<file path="src/rtl/sim_video_out.sv">
// Video output stage: palette expansion of indexed pixels, sync/blank alignment,
// and raster timing measurement (line width, active lines, frame count).
module sim_video_out #(
  parameter int unsigned PIX_BITS = 1,
  parameter int unsigned CNT_BITS = 12
) (
  input  logic                clk_sys,
  input  logic                reset_n,
  input  logic                ce_pix,
  input  logic [PIX_BITS-1:0] pixel,
  input  logic                hsync,
  input  logic                vsync,
  input  logic                hblank,
  input  logic                vblank,
  input  logic                pal_wr,
  input  logic [PIX_BITS-1:0] pal_addr,
  input  logic [23:0]         pal_data,
  output logic [7:0]          vga_r,
  output logic [7:0]          vga_g,
  output logic [7:0]          vga_b,
  output logic                vga_hs,
  output logic                vga_vs,
  output logic                vga_hb,
  output logic                vga_vb,
  output logic [CNT_BITS-1:0] line_width,
  output logic [CNT_BITS-1:0] frame_lines,
  output logic [15:0]         frame_count,
  output logic                frame_done
);

  localparam int unsigned PAL_SIZE = 1 << PIX_BITS;
  localparam logic [CNT_BITS-1:0] CNT_MAX = '1;

  logic [23:0]         palette [PAL_SIZE];
  logic [PIX_BITS-1:0] s1_pix;
  logic                s1_hs, s1_vs, s1_hb, s1_vb;
  logic                s1_valid;
  logic                de_prev, vs_prev, armed;
  logic [CNT_BITS-1:0] pix_cnt, line_cnt;

  logic                s1_de_c, line_end_c, frame_edge_c;
  logic [CNT_BITS-1:0] line_cnt_next_c;

  // Edge detection on stage-1 samples; line_cnt_next_c already includes a line ending now
  always_comb begin
    s1_de_c         = ~(s1_hb | s1_vb);
    line_end_c      = de_prev & ~s1_de_c & (pix_cnt != '0);
    frame_edge_c    = s1_vs & ~vs_prev;
    line_cnt_next_c = line_cnt;
    if (line_end_c && (line_cnt != CNT_MAX)) begin
      line_cnt_next_c = line_cnt + CNT_BITS'(1);
    end
  end

  // Palette RAM; reset restores legacy black/white, writes ignored while in reset
  always_ff @(posedge clk_sys) begin
    if (!reset_n) begin
      for (int unsigned i = 0; i < PAL_SIZE; i++) begin
        palette[PIX_BITS'(i)] <= (i == 0) ? 24'h000000 : 24'hFFFFFF;
      end
    end else if (pal_wr) begin
      palette[pal_addr] <= pal_data;
    end
  end

  // Two-stage pixel pipeline plus timing measurement, both gated by ce_pix
  always_ff @(posedge clk_sys) begin
    if (!reset_n) begin
      s1_pix      <= '0;
      s1_hs       <= 1'b0;
      s1_vs       <= 1'b0;
      s1_hb       <= 1'b0;
      s1_vb       <= 1'b0;
      s1_valid    <= 1'b0;
      vga_r       <= '0;
      vga_g       <= '0;
      vga_b       <= '0;
      vga_hs      <= 1'b0;
      vga_vs      <= 1'b0;
      vga_hb      <= 1'b0;
      vga_vb      <= 1'b0;
      de_prev     <= 1'b0;
      vs_prev     <= 1'b0;
      armed       <= 1'b0;
      pix_cnt     <= '0;
      line_cnt    <= '0;
      line_width  <= '0;
      frame_lines <= '0;
      frame_count <= '0;
      frame_done  <= 1'b0;
    end else begin
      frame_done <= 1'b0;
      if (ce_pix) begin
        s1_pix   <= pixel;
        s1_hs    <= hsync;
        s1_vs    <= vsync;
        s1_hb    <= hblank;
        s1_vb    <= vblank;
        s1_valid <= 1'b1;
        {vga_r, vga_g, vga_b} <= s1_de_c ? palette[s1_pix] : 24'h000000;
        vga_hs <= s1_hs;
        vga_vs <= s1_vs;
        vga_hb <= s1_hb;
        vga_vb <= s1_vb;
        // The reset contents of stage 1 are not a real sample, so skip measuring them
        if (s1_valid) begin
          de_prev <= s1_de_c;
          vs_prev <= s1_vs;
          if (s1_de_c) begin
            if (pix_cnt != CNT_MAX) pix_cnt <= pix_cnt + CNT_BITS'(1);
          end else begin
            pix_cnt <= '0;
          end
          if (line_end_c) line_width <= pix_cnt;
          if (frame_edge_c) begin
            if (armed) begin
              frame_lines <= line_cnt_next_c;
              frame_count <= frame_count + 16'd1;
              frame_done  <= 1'b1;
            end
            armed    <= 1'b1;
            line_cnt <= '0;
          end else begin
            line_cnt <= line_cnt_next_c;
          end
        end
      end
    end
  end

endmodule

</file>
<file path="config.mk">
export PLATFORM = sky130hd
export DESIGN_NAME = sim_video_out
export DESIGN_NICKNAME = d
export VERILOG_FILES = /design/src/rtl/sim_video_out.sv
export SDC_FILE = /design/constraint.sdc
export NUM_CORES = 1
export LEC_CHECK = 0
export ABC_AREA = 1
export CAP_MARGIN = 20
export CORE_MARGIN = 2
export CORE_UTILIZATION = 49
export DETAILED_ROUTE_END_ITERATION = 8
export PLACE_DENSITY = 0.74
export SYNTH_ARGS = -nofsm -noshare
export SYNTH_HDL_FRONTEND = slang
export SYNTH_SLANG_ARGS = --single-unit
export TNS_END_PERCENT = 20
</file>
<file path="constraint.sdc">
create_clock -name clk_sys -period 1.93 [get_ports clk_sys]
set_input_delay 0.386 -clock clk_sys [delete_from_list [all_inputs] [get_ports clk_sys]]
set_output_delay 0.386 -clock clk_sys [all_outputs]
set_load 0.01 [all_outputs]
</file>
# Word-level counts from Yosys, hierarchy flattened
# Memories as Yosys holds them, arrays and structs flattened. A register that Yosys moved wholly into a read port is not among the register bits.
# Cells that the tools add are included.
[word_totals] ff_bits=102 latch_bits=0 ram_bits=48 mem_bits_ro=0 mem_count=1
[mem_list] memory="palette" depth=2 width=24 read_ports=1 rd_clocked_by_memory_dff=1 write_ports=2 line="34" source="logic [23:0] palette [PAL_SIZE];"
[classes] addsub=3 n_mul=0 n_div=0 order_cmp=0 n_eq_ne=2 n_shift=0 muxes=15 n_bitwise=6 n_reduce_logical=10
[ops] operator="$mux 12" count=4
[ops] operator="$mux 24" count=2
[ops] operator="$add 12x1->12 const B" count=2
[ops] operator="$ne 12x12->1 const B" count=2
[ops] operator="$reduce_or 24->1" count=1
[ops] operator="$add 16x1->16 const B" count=1
[ops] operator="$reduce_bool 12->1" count=1
[ops] operator="$mux 1" count=9
[ops] operator="$reduce_and 3->1" count=3
[ops] operator="$reduce_and 4->1" count=2
[ops] operator="$and 1x1->1" count=3
[ops] operator="$not 1->1" count=2
[ops] operator="$reduce_and 2->1" count=1
[ops] operator="$reduce_bool 2->1" count=1
[ops] operator="$logic_and 1x1->1" count=1
[ops] operator="$or 1x1->1" count=1

# Longest topological paths before layout
# Gate-level depths: netlist (run 1).
[depth] word_depth=6 depth_mapped=13 depth_no_buf=12

# Least setup slack after synthesis (run 1)
# OpenSTA, ideal clock, no wires.
[synth_timing] kind="in2reg" startpoint="input reset_n" endpoint="memory palette[0][0] (enable)" t_arrival_ns=1.557 required_time_ns=1.549 setup_slack_ns=-0.008 stages=4 path_buffers=2 cell_sequence="clkbuf_1 nand3b_1 clkbuf_1 nand2_1"
[synth_lines] item="start: declaration" line="8" source="input logic reset_n,"
[synth_lines] item="end: declaration" line="34"

# Worst setup path after layout (run 1)
[layout_timing] startpoint="register frame_count[2]" endpoint="output frame_count[2]"
[layout_lines] item="start: declaration" line="27" source="output logic [15:0] frame_count,"
[layout_lines] item="start signal: assignment" line="118" source="frame_count <= frame_count + 16'd1;"
# No word-level cell between the ends.

==> run summary, run 1 <==
most frequent cells in the layout: nand2_1 (218), nor2_1 (111), dfxtp_1 (102), clkdlybuf4s50_1 (102), inv_1 (86)
CP Max Fanout: 5
slowest CP cell: clkdlybuf4s50_1
CTS tree: built
Slew Limit Fails: 0
CP Data Required Time: 1.54 ns
fin util: 0.646
status: finished, final reports clean
post-synth cell types: 35
worst r2r src: pix_cnt[0]
Buffers & Inverters on Critical Path: 1
row cnt: 42
DR pass1 iterations: 5
Leak: 3.35 nW
layout cells sized above 1: 0.114
total track usage: 0.204
Worst path depth: 1
Avg Cell Area, Syn: 8.05 um2
Antenna Nets Post-Route: 0
worst hold slack: 0.456 ns
worst hold path class: reg2reg
delay-heaviest family, CP: buffers and inverters
Syn. warnings: 0
Synth Area in XOR/XNOR: 0.0132
Setup-failing EPs final: 0
vias post-DR: 5,474
WL met1: 6410 um
worst r2r path cells: 13
area grow syn2layout: 28.9%
max incr delay on CP: 0.57 ns
post-route setup slack: 0.124 ns
most common cell after layout, fill and taps aside: nand2_1
DP HPWL: 9770 um
CP startpoint: frame_count[2]
initial antenna violation count: 0
metal2 WL: 6770 um
Post-synth EDFFs: 48
highest clock rate: 554 MHz
die area: 0.0144 mm2
Reg2Reg Setup Slack: 0.25 ns
Total Negative Setup Slacks: 0 ns
pre-CTS setup slack: 0.0202 ns
Top Layer Used: met4
Remaining Overflow, GRT: 0
worst r2r dst: frame_lines[3]
CP Cell Sequence: clkdlybuf4s50_1
number of nets in the layout: 977
Longest Clk Path Bufs: 2
actual slew at the worst max-slew pin: 0.372 ns
Mapped Cells: 821
CTS Buf Count: 17
multiplexer share of the synthesized area: 0.0409
Die Width: 120 um
Async SR Flop Fraction: 0
pwr/cell area: 832 mW/mm2
RSZ-0062 raised after global routing: false
Critical Path AT: 1.42 ns
Root Driver: clkbuf_16
Worst Skew: 0.0114 ns
largest family of logic cells by synthesized area: simple AND/OR/NAND/NOR gates
Cell Area, Placed: 0.00797 mm2
I/O pin count: 103
antenna cells: 0
Final Critical Period: 1.81 ns
register area share after synthesis: 0.530
average wire per standard cell: 12.5 um
Tcrit/Tclk final: 0.936
routability congestion estimate: 0.843
met3 wire length: 624 um
Critical Path Sink Type: output pin
Initial Utilization: 0.501
Final Cell Area: 0.00852 mm2
Startpoint Class: flop
number of buffers added on ports: 102
Post-Syn Nets: 859
Hold Vio Cnt, Final: 0
post-synthesis cell area: 0.00661 mm2
Worst-Skew Late Latency: 0.42 ns
Vias/cell: 4.85
Peak VDD IR: 0.000596 V
worst setup path end: frame_count[2]
number of global-route vias before repair: 5,052
largest net degree at the start of global routing: 43
number of H-tree levels: 4
first-pass GRT wire length: 23,600 um
Slew Limit Headroom: 0.751
Starting DRT DRC Count: 364
# clock sinks: 151
clock transition at the registers of the reported paths: 0.07 ns
Core Footprint: 0.0132 mm2
Post-CTS Setup Repair Bufs: 0
height of the die: 120 um
Routed WL: 14,000 um
max_cap viols: 0
Synth Flop Type: dfxtp_1
adder-cell area share of the yosys netlist: 0.00757
simple-gate portion of the synthesized area: 0.255
WS Path Type: reg2out
Post-route DRC: 0
Seq cells post-synth: 151
complex-gate fraction of the synthesized area: 0.0778
quantity of hold-fixing buffers added after cts: 0
-- layer usage --
layer  vias up  global-route usage
li1       2849                   -
met1      2492               0.259
met2       113               0.336
met3        20              0.0472
met4         0              0.0860
met5         -                   0
-- area by class of cell --
| type | count | area, um2 |
|---|---|---|
| Clock buffer | 17 | 425 |
| Clock inverter | 15 | 129 |
| Fill cell | 1116 | 4670 |
| Inverter | 92 | 349 |
| Multi-Input combinational cell | 543 | 2610 |
| Sequential cell | 151 | 3500 |
| Tap cell | 176 | 220 |
| Timing Repair Buffer | 134 | 1290 |
-- cell families (layout without fill, tap and decap cells) --
logic type,count (synthesis),in the layout
adders and majority gates,4,4
xor gates and xnor gates,10,10
muxes,24,24
and+or+nand+nor,405,405
buffers and inverters,127,258
DFF,151,151
AOI/OAI and AO/OA,100,100
-- registers in the layout (all words and copies together) (netlist names), 8 cells and up, named ones only --
register,count
palette,48
frame_count,16
frame_lines,12
line_cnt,12
line_width,12
pix_cnt,12
vga_b,8
vga_g,8
vga_r,8
-- where the power goes --
part / internal, mW / total, mW / leakage (nW) / switching [mW]
clock: 1.77 / 3.09 / 0.269 / 1.32
sequential: 3.41 / 3.46 / 1.31 / 0.0483
combinational: 0.261 / 0.541 / 1.77 / 0.280
total: 5.45 / 7.10 / 3.35 / 1.65
-- synthesized netlist by cell type, types with 2 or more instances --
library cell | instances | share of area
buf_1 | 3 | 0.0017
a31oi_1 | 3 | 0.0028
nand3_1 | 44 | 0.033
ha_1 | 4 | 0.0076
a21oi_1 | 73 | 0.055
nor2_2 | 2 | 0.0019
nand4_1 | 6 | 0.0057
nor2_1 | 111 | 0.063
dfxtp_1 | 103 | 0.31
inv_2 | 2 | 0.0011
xor2_1 | 10 | 0.013
buf_2 | 7 | 0.0053
nand2_1 | 219 | 0.12
nand2_2 | 7 | 0.0066
o21a_1 | 3 | 0.0034
nor2_4 | 3 | 0.0051
clkbuf_1 | 22 | 0.012
nor3_1 | 6 | 0.0045
inv_1 | 87 | 0.049
nand2_4 | 2 | 0.0034
edfxtp_1 | 48 | 0.22
o21ai_0 | 20 | 0.015
mux2_2 | 24 | 0.041
-- how the worst min path moves through the flow --
stage                    endpoint     startpoint  cells past startpoint
floorplan                 de_prev        de_prev                      2
global placement          de_prev        de_prev                      2
detailed placement        de_prev        de_prev                      2
CTS                       de_prev        de_prev                      2
global route        line_width[0]  line_width[0]                      2
finish                    de_prev        de_prev                      2
-- stage by stage --
stage | power [mW] | instances
after floorplan | 3.81 | 821
after global placement | 4.06 | 1096
after detailed placement | 4.07 | 1096
after CTS | 7.15 | 1128
after global routing | 7.37 | 1128
final | 7.10 | 1128
-- timing repair --
| item | in CTS | in global routing |
|---|---|---|
| hold endpoints to repair | 0 | 0 |
| setup endpoints to repair | 0 | 9 |
| resized for setup | 0 | 1 |
(Power assumes the default switching activity.)
==> run 2: changes to the inputs <==
CORE_MARGIN = 3   (was 2)
==> run 2 against run 1 <==
  * Largest cell class unchanged
  * Setup slack got worse by 0.0099 ns
  * Clock-buffer cell count increased by 1
  * Sequential share of layout area decreased by 0.58 points
  * Total power increased by 5.0%
  * Global-route usage increased by 0.42 points
==> run summary, run 2 (same netlist as run 1, synthesis figures left out) <==
Remaining Overflow, GRT: 0 (unchanged)
CTS tree: built
highest clock rate: 551 MHz (-0.54%)
height of the die: 122 um (+1.7%)
total track usage: 0.208 (+0.00419)
Worst path depth: 1 (unchanged)
pre-CTS setup slack: 0.00651 ns (-0.0137 ns)
sequential power share: 0.465 (-0.023)
Total Negative Setup Slacks: 0 ns (unchanged)
Filler Cell Count: 1,075 (-3.7%)
Critical Path Sink Type: output pin
placed cell count: 1,093 (-0.27%)
max incr delay on CP: 0.58 ns (about the same)
number of nets in the layout: 978 (+0.10%)
number of global-route vias before repair: 5,159 (+2.1%)
CP Data Required Time: 1.54 ns (about the same)
CP Max Fanout: 5 (unchanged)
Clk pwr share: 0.462 (+0.026)
Root Driver: clkbuf_16
CP Cell Sequence: clkdlybuf4s50_1
row cnt: 41 (-2.4%)
Buffers & Inverters on Critical Path: 1 (unchanged)
Core Footprint: 0.0129 mm2 (-2.0%)
Top reg by flops: palette
Internal: 5.86 mW (+7.6%)
routability congestion estimate: 0.856 (+1.6%)
Final Critical Period: 1.82 ns (+0.00986 ns)
worst r2r path cells: 13 (unchanged)
first-pass GRT wire length: 24,500 um (+3.9%)
CTS Buf Count: 17 (unchanged)
Die Width: 122 um (+1.7%)
largest registers: palette x48, frame_count x16
Setup-failing EPs final: 0 (unchanged)
pwr/cell area: 862 mW/mm2 (+3.5%)
vias post-DR: 5,479 (+0.091%)
Vias/cell: 4.87 (+0.36%)
Post-route DRC: 0 (unchanged)
Initial Utilization: 0.512 (+0.0102)
Routed WL: 14,800 um (+5.3%)
# clock sinks: 151 (unchanged)
average wire per standard cell: 13.2 um (+5.6%)
register area: 0.00350 mm2 (unchanged)
status: finished, final reports clean
Antenna Nets Post-Route: 0 (unchanged)
quantity of hold-fixing buffers added after cts: 0 (unchanged)
Peak VDD IR: 0.000598 V (+0.46%)
area grow syn2layout: 30.7%
Final Cell Area: 0.00865 mm2 (+1.4%)
delay-heaviest family, CP: buffers and inverters
Starting DRT DRC Count: 393 (+8.0%)
Cell Area, Placed: 0.00802 mm2 (+0.66%)
worst hold path class: reg2reg
Longest Clk Path Bufs: 2 (unchanged)
RSZ-0062 raised after global routing: false
Worst Skew: 0.0106 ns (-0.000796 ns)
DR pass1 iterations: 5 (unchanged)
Critical Path AT: 1.43 ns (about the same)
WS Path Type: reg2out
initial antenna violation count: 0 (unchanged)
die area: 0.0149 mm2 (+3.4%)
slowest CP cell: clkdlybuf4s50_1
Leak: 3.41 nW (+1.8%)
Startpoint Class: flop
antenna cells: 0 (unchanged)
Tot Pwr: 7.45 mW (+5.0%)
number of buffers added on ports: 102 (unchanged)
number of H-tree levels: 4 (unchanged)
Slew Limit Fails: 0 (unchanged)
Worst-Skew Late Latency: 0.42 ns (about the same)
switching share of total power: 0.214 (-0.0190)
layout cells sized above 1: 0.116 (+0.00198)
Hold Vio Cnt, Final: 0 (unchanged)
largest net degree at the start of global routing: 29 (-33%)
most common cell after layout, fill and taps aside: nand2_1
max_cap viols: 0 (unchanged)
max FFs per register: 48 (unchanged)
I/O pin count: 103 (unchanged)
combinational share of power: 0.074 (-0.002)
switching power of the nets: 1.59 mW (-3.6%)
fin cells: 1,125 (-0.27%)
Slew Limit Headroom: 0.702 (-0.0490)
Tcrit/Tclk final: 0.941 (+0.00511)
worst hold slack: 0.459 ns (+0.00313 ns)
area of the multi-input gates: 0.00261 mm2 (about the same)
DP HPWL: 10,200 um (+4.5%)
Worst Hold Depth: 2 (unchanged)
fin util: 0.669 (+0.0225)
most frequent cells in the layout: nand2_1 (218), nor2_1 (110), dfxtp_1 (102), clkdlybuf4s50_1 (102), inv_1 (86)
actual slew at the worst max-slew pin: 0.447 ns (+0.0749 ns)
post-route setup slack: 0.114 ns (-0.00986 ns)
clock transition at the registers of the reported paths: 0.06 ns (about the same)
run 2: power groups by stage:
stage / Combinational, mW / Clock [mW] / Sequential (mW)
4_1_cts: 0.554 / 3.50 / 3.46
3_5_place_dp: 0.548 / 0 / 3.53
2_1_floorplan: 0.273 / 0 / 3.53
5_1_grt: 0.602 / 3.61 / 3.47
6_report: 0.548 / 3.44 / 3.46
3_3_place_gp: 0.543 / 0 / 3.52
run 2: worst paths after layout:
kind / startpoint / end / slack [ns]
max: frame_count[0] / frame_count[0] / 0.11
min: line_width[6] / line_width[6] / 0.46
max reg2reg: pix_cnt[0] / frame_lines[4] / 0.18
min reg2reg: line_width[6] / line_width[6] / 0.46
run 2: what timing repair did:
item                       4_1_cts  5_1_grt
setup endpoints to repair        0       20
resized for setup                0        2
buffers inserted                 0        0
run 2: final cells by class:
cell class,count,area share
Sequential cell,151,0.405
Tap cell,172,0.0249
Clock inverter,14,0.0210
Timing Repair Buffer,135,0.155
Multi-Input combinational cell,543,0.302
Inverter,92,0.0404
Clock buffer,18,0.0508
run 2: layer usage:
| layer | vias to the layer above | wire (um) | GRT usage |
|---|---|---|---|
| met5 | - | 0 | 0 |
| met4 | 0 | 199 | 0.0777 |
| met3 | 19 | 660 | 0.0511 |
| met2 | 125 | 7120 | 0.336 |
| met1 | 2481 | 6810 | 0.273 |
| li1 | 2854 | - | - |
==> run 3: changes to the inputs <==
ABC_AREA = unset   (was 1)
CORE_UTILIZATION = 48   (was 49)
GPL_ROUTABILITY_DRIVEN = 1   (was unset)
GPL_TIMING_DRIVEN = 0   (was unset)
PLACE_DENSITY = 0.72   (was 0.74)
==> run 3 against run 2 <==
  * Hold slack worse by 0.0084 ns
  * Cell count fell by 14%
  * Clock power is 4% lower
  * Global-route usage rose by 1.1 points
  * Largest cell class unchanged
  * Highest routed layer unchanged
  * Critical endpoint is now frame_lines[8]
==> run summary, run 3 <==
Starting DRT DRC Count: 339 (-14%)
area of the multi-input gates: 0.00295 mm2 (+13%)
I/O pin count: 103 (unchanged)
Leak: 3.08 nW (-9.7%)
largest registers: palette x48, frame_count x16
die area: 0.0150 mm2 (+0.64%)
post-synth cell types: 48 (+37%)
number of global-route vias before repair: 5,148 (-0.21%)
height of the die: 123 um (+0.32%)
WS Path Type: reg2reg
Final Critical Period: 1.89 ns (+0.0770 ns)
Filler Cell Count: 1,030 (-4.2%)
Critical Path AT: 2.24 ns (+0.81 ns)
quantity of hold-fixing buffers added after cts: 0 (unchanged)
Post-synth EDFFs: 48 (unchanged)
max FFs per register: 48 (unchanged)
status: finished, final reports clean
Worst Skew: 0.0116 ns (+0.000969 ns)
Post-Syn Nets: 691 (-20%)
Startpoint Class: flop
DP HPWL: 11,300 um (+11%)
post-synthesis cell area: 0.00652 mm2 (-1.4%)
antenna cells: 0 (unchanged)
CP Max Fanout: 5 (unchanged)
CTS tree: built
Tot Pwr: 7.32 mW (-1.8%)
Post-route DRC: 0 (unchanged)
most frequent cells in the layout: clkdlybuf4s50_1 (102), dfxtp_1 (98), and2_1 (64), nand2_1 (60), edfxtp_1 (48)
Syn. warnings: 0 (unchanged)
Seq cells post-synth: 151 (unchanged)
routability congestion estimate: 0.888 (+3.7%)
actual slew at the worst max-slew pin: 0.675 ns (+0.228 ns)
CTS Buf Count: 17 (unchanged)
Core Footprint: 0.0129 mm2 (unchanged)
Mapped Cells: 653 (-20%)
max_cap viols: 0 (unchanged)
Vias/cell: 5.44 (+12%)
Setup-failing EPs final: 0 (unchanged)
slowest CP cell: dfxtp_4
Synth area leader: dfxtp_1
Slew Limit Headroom: 0.550 (-0.152)
worst hold path class: reg2reg
Tcrit/Tclk final: 0.981 (+0.0399)
number of H-tree levels: 4 (unchanged)
Async SR Flop Fraction: 0 (unchanged)
RSZ-0062 raised after global routing: true
post-synth top area share: 0.316 (+0.00437)
CP Data Required Time: 2.27 ns (+0.73 ns)
initial antenna violation count: 0 (unchanged)
row cnt: 41 (unchanged)
total track usage: 0.220 (+0.0113)
Root Driver: clkbuf_16
Total Negative Setup Slacks: 0 ns (unchanged)
vias post-DR: 5,229 (-4.6%)
Critical Path Sink Type: flop
Initial Utilization: 0.504 (-0.00707)
Slew Limit Fails: 0 (unchanged)
CP Cell Sequence: inv_4 -> ha_4 -> nor4b_4 -> a31o_1 -> buf_6 -> or3_4 -> xor2_2 -> a21oi_2
area grow syn2layout: 32.7%
Die Width: 123 um (+0.32%)
worst hold slack: 0.450 ns (-0.00836 ns)
register area: 0.00352 mm2 (+0.36%)
largest net degree at the start of global routing: 25 (-14%)
# clock sinks: 151 (unchanged)
pwr/cell area: 846 mW/mm2 (-1.9%)
number of buffers added on ports: 102 (unchanged)
Peak VDD IR: 0.000662 V (+11%)
Routed WL: 16,000 um (+8.0%)
Longest Clk Path Bufs: 2 (unchanged)
top post-synthesis cells by area: dfxtp_1 (32%), edfxtp_1 (22%), and2_1 (6.1%)
Antenna Nets Post-Route: 0 (unchanged)
first-pass GRT wire length: 25,500 um (+4.2%)
max incr delay on CP: 0.38 ns (-0.20 ns)
highest clock rate: 528 MHz (-4.1%)
Hold Vio Cnt, Final: 0 (unchanged)
fin util: 0.669 (about the same)
Worst-Skew Late Latency: 0.42 ns (about the same)
Top reg by flops: palette
Synth Flop Type: dfxtp_1
Reg2Reg Setup Slack: 0.04 ns (-0.14 ns)
DR pass1 iterations: 5 (unchanged)
layout cells sized above 1: 0.144 (+0.0278)
Avg Cell Area, Syn: 9.99 um2 (+24%)
most common cell after layout, fill and taps aside: clkdlybuf4s50_1
most common cell in the synthesized netlist: dfxtp_1
register area share after synthesis: 0.537 (+0.00742)
Remaining Overflow, GRT: 0 (unchanged)
Post-synth top cells: dfxtp_1 (103), and2_1 (64), nand2_1 (61)
average wire per standard cell: 16.6 um (+26%)
clock transition at the registers of the reported paths: 0.06 ns (about the same)
number of nets in the layout: 815 (-17%)
-- run 3: cell count changes in the layout (fill, tap and decap cells not counted), moves of 13 or more --
cell	before	now
clkbuf_1	0	16
xnor2_1	0	20
nor2_1	110	18
nand3_1	44	15
mux2_2	24	0
or2_2	0	24
mux2i_1	0	36
a21boi_1	0	13
inv_1	86	30
a21oi_1	73	17
and2_1	0	64
buf_4	27	5
nand2_1	218	60
o22ai_1	0	24
-- run 3: per-stage QoR --
step / instance area (um2) / setup WS, ns / cells
2_1_floorplan: 6530 / -0.153 / 653
3_3_place_gp: 7760 / -1.65 / 927
3_5_place_dp: 7790 / -1.68 / 928
4_1_cts: 8490 / -0.0947 / 960
5_1_grt: 8650 / -0.0546 / 962
6_report: 8650 / 0.0375 / 962
-- run 3: path summary, 6_finish.rpt --
check,startpoint,end,cells after the start
max reg2reg,pix_cnt[0],frame_lines[8],8
max,pix_cnt[0],frame_lines[8],8
min,line_width[8],line_width[8],2
min reg2reg,line_width[8],line_width[8],2
-- run 3: what timing repair did --
| action | CTS | global route |
|---|---|---|
| endpoints found under the setup margin | 144 | 129 |
| gates resized for setup | 36 | 38 |
| pin swaps | 2 | 4 |
| cloned | 0 | 1 |
| buffers inserted | 0 | 3 |
-- run 3: power breakdown --
part           internal, mW  switching, mW  leakage [nW]
combinational         0.274          0.277          1.49
clock                  2.02           1.27         0.276
sequential             3.41         0.0647          1.31
total                  5.70           1.61          3.08
-- run 3: metal layers --
layer | GRT usage | wire [um] | vias to the layer above
li1 | - | - | 2532
met1 | 0.270 | 6860 | 2526
met2 | 0.374 | 8060 | 143
met3 | 0.0562 | 697 | 28
met4 | 0.0798 | 364 | 0
met5 | 0 | 0 | -
-- run 3: area by class of cell --
class	count	share of cell area
inverter	33	0.0146
timing repair buffer	107	0.124
multi-input combinational	432	0.341
tap	172	0.0249
clock buffer	18	0.0496
sequential	151	0.407
buffer	35	0.0207
clock inverter	14	0.0184
-- run 3: cells by family after synthesis --
| logic type | count (synthesis) | synth area share |
|---|---|---|
| flops | 151 | 0.537 |
| fa+ha+maj | 4 | 0.00767 |
| buf+inv | 70 | 0.0413 |
| compound gates | 117 | 0.113 |
| mux | 36 | 0.0553 |
| simple gates | 246 | 0.206 |
| xor+xnor | 29 | 0.0389 |
-- run 3: worst max-delay path, delay by kind of cell (launching register included) --
| family | cells | cell delay, ns |
|---|---|---|
| XOR/XNOR | 1 | 0.16 |
| flip-flops | 1 | 0.38 |
| AO/OA/AOI/OAI | 2 | 0.42 |
| buffers and inverters | 2 | 0.21 |
| adder cells (fa/ha/maj) | 1 | 0.15 |
| AND/OR/NAND/NOR | 2 | 0.51 |
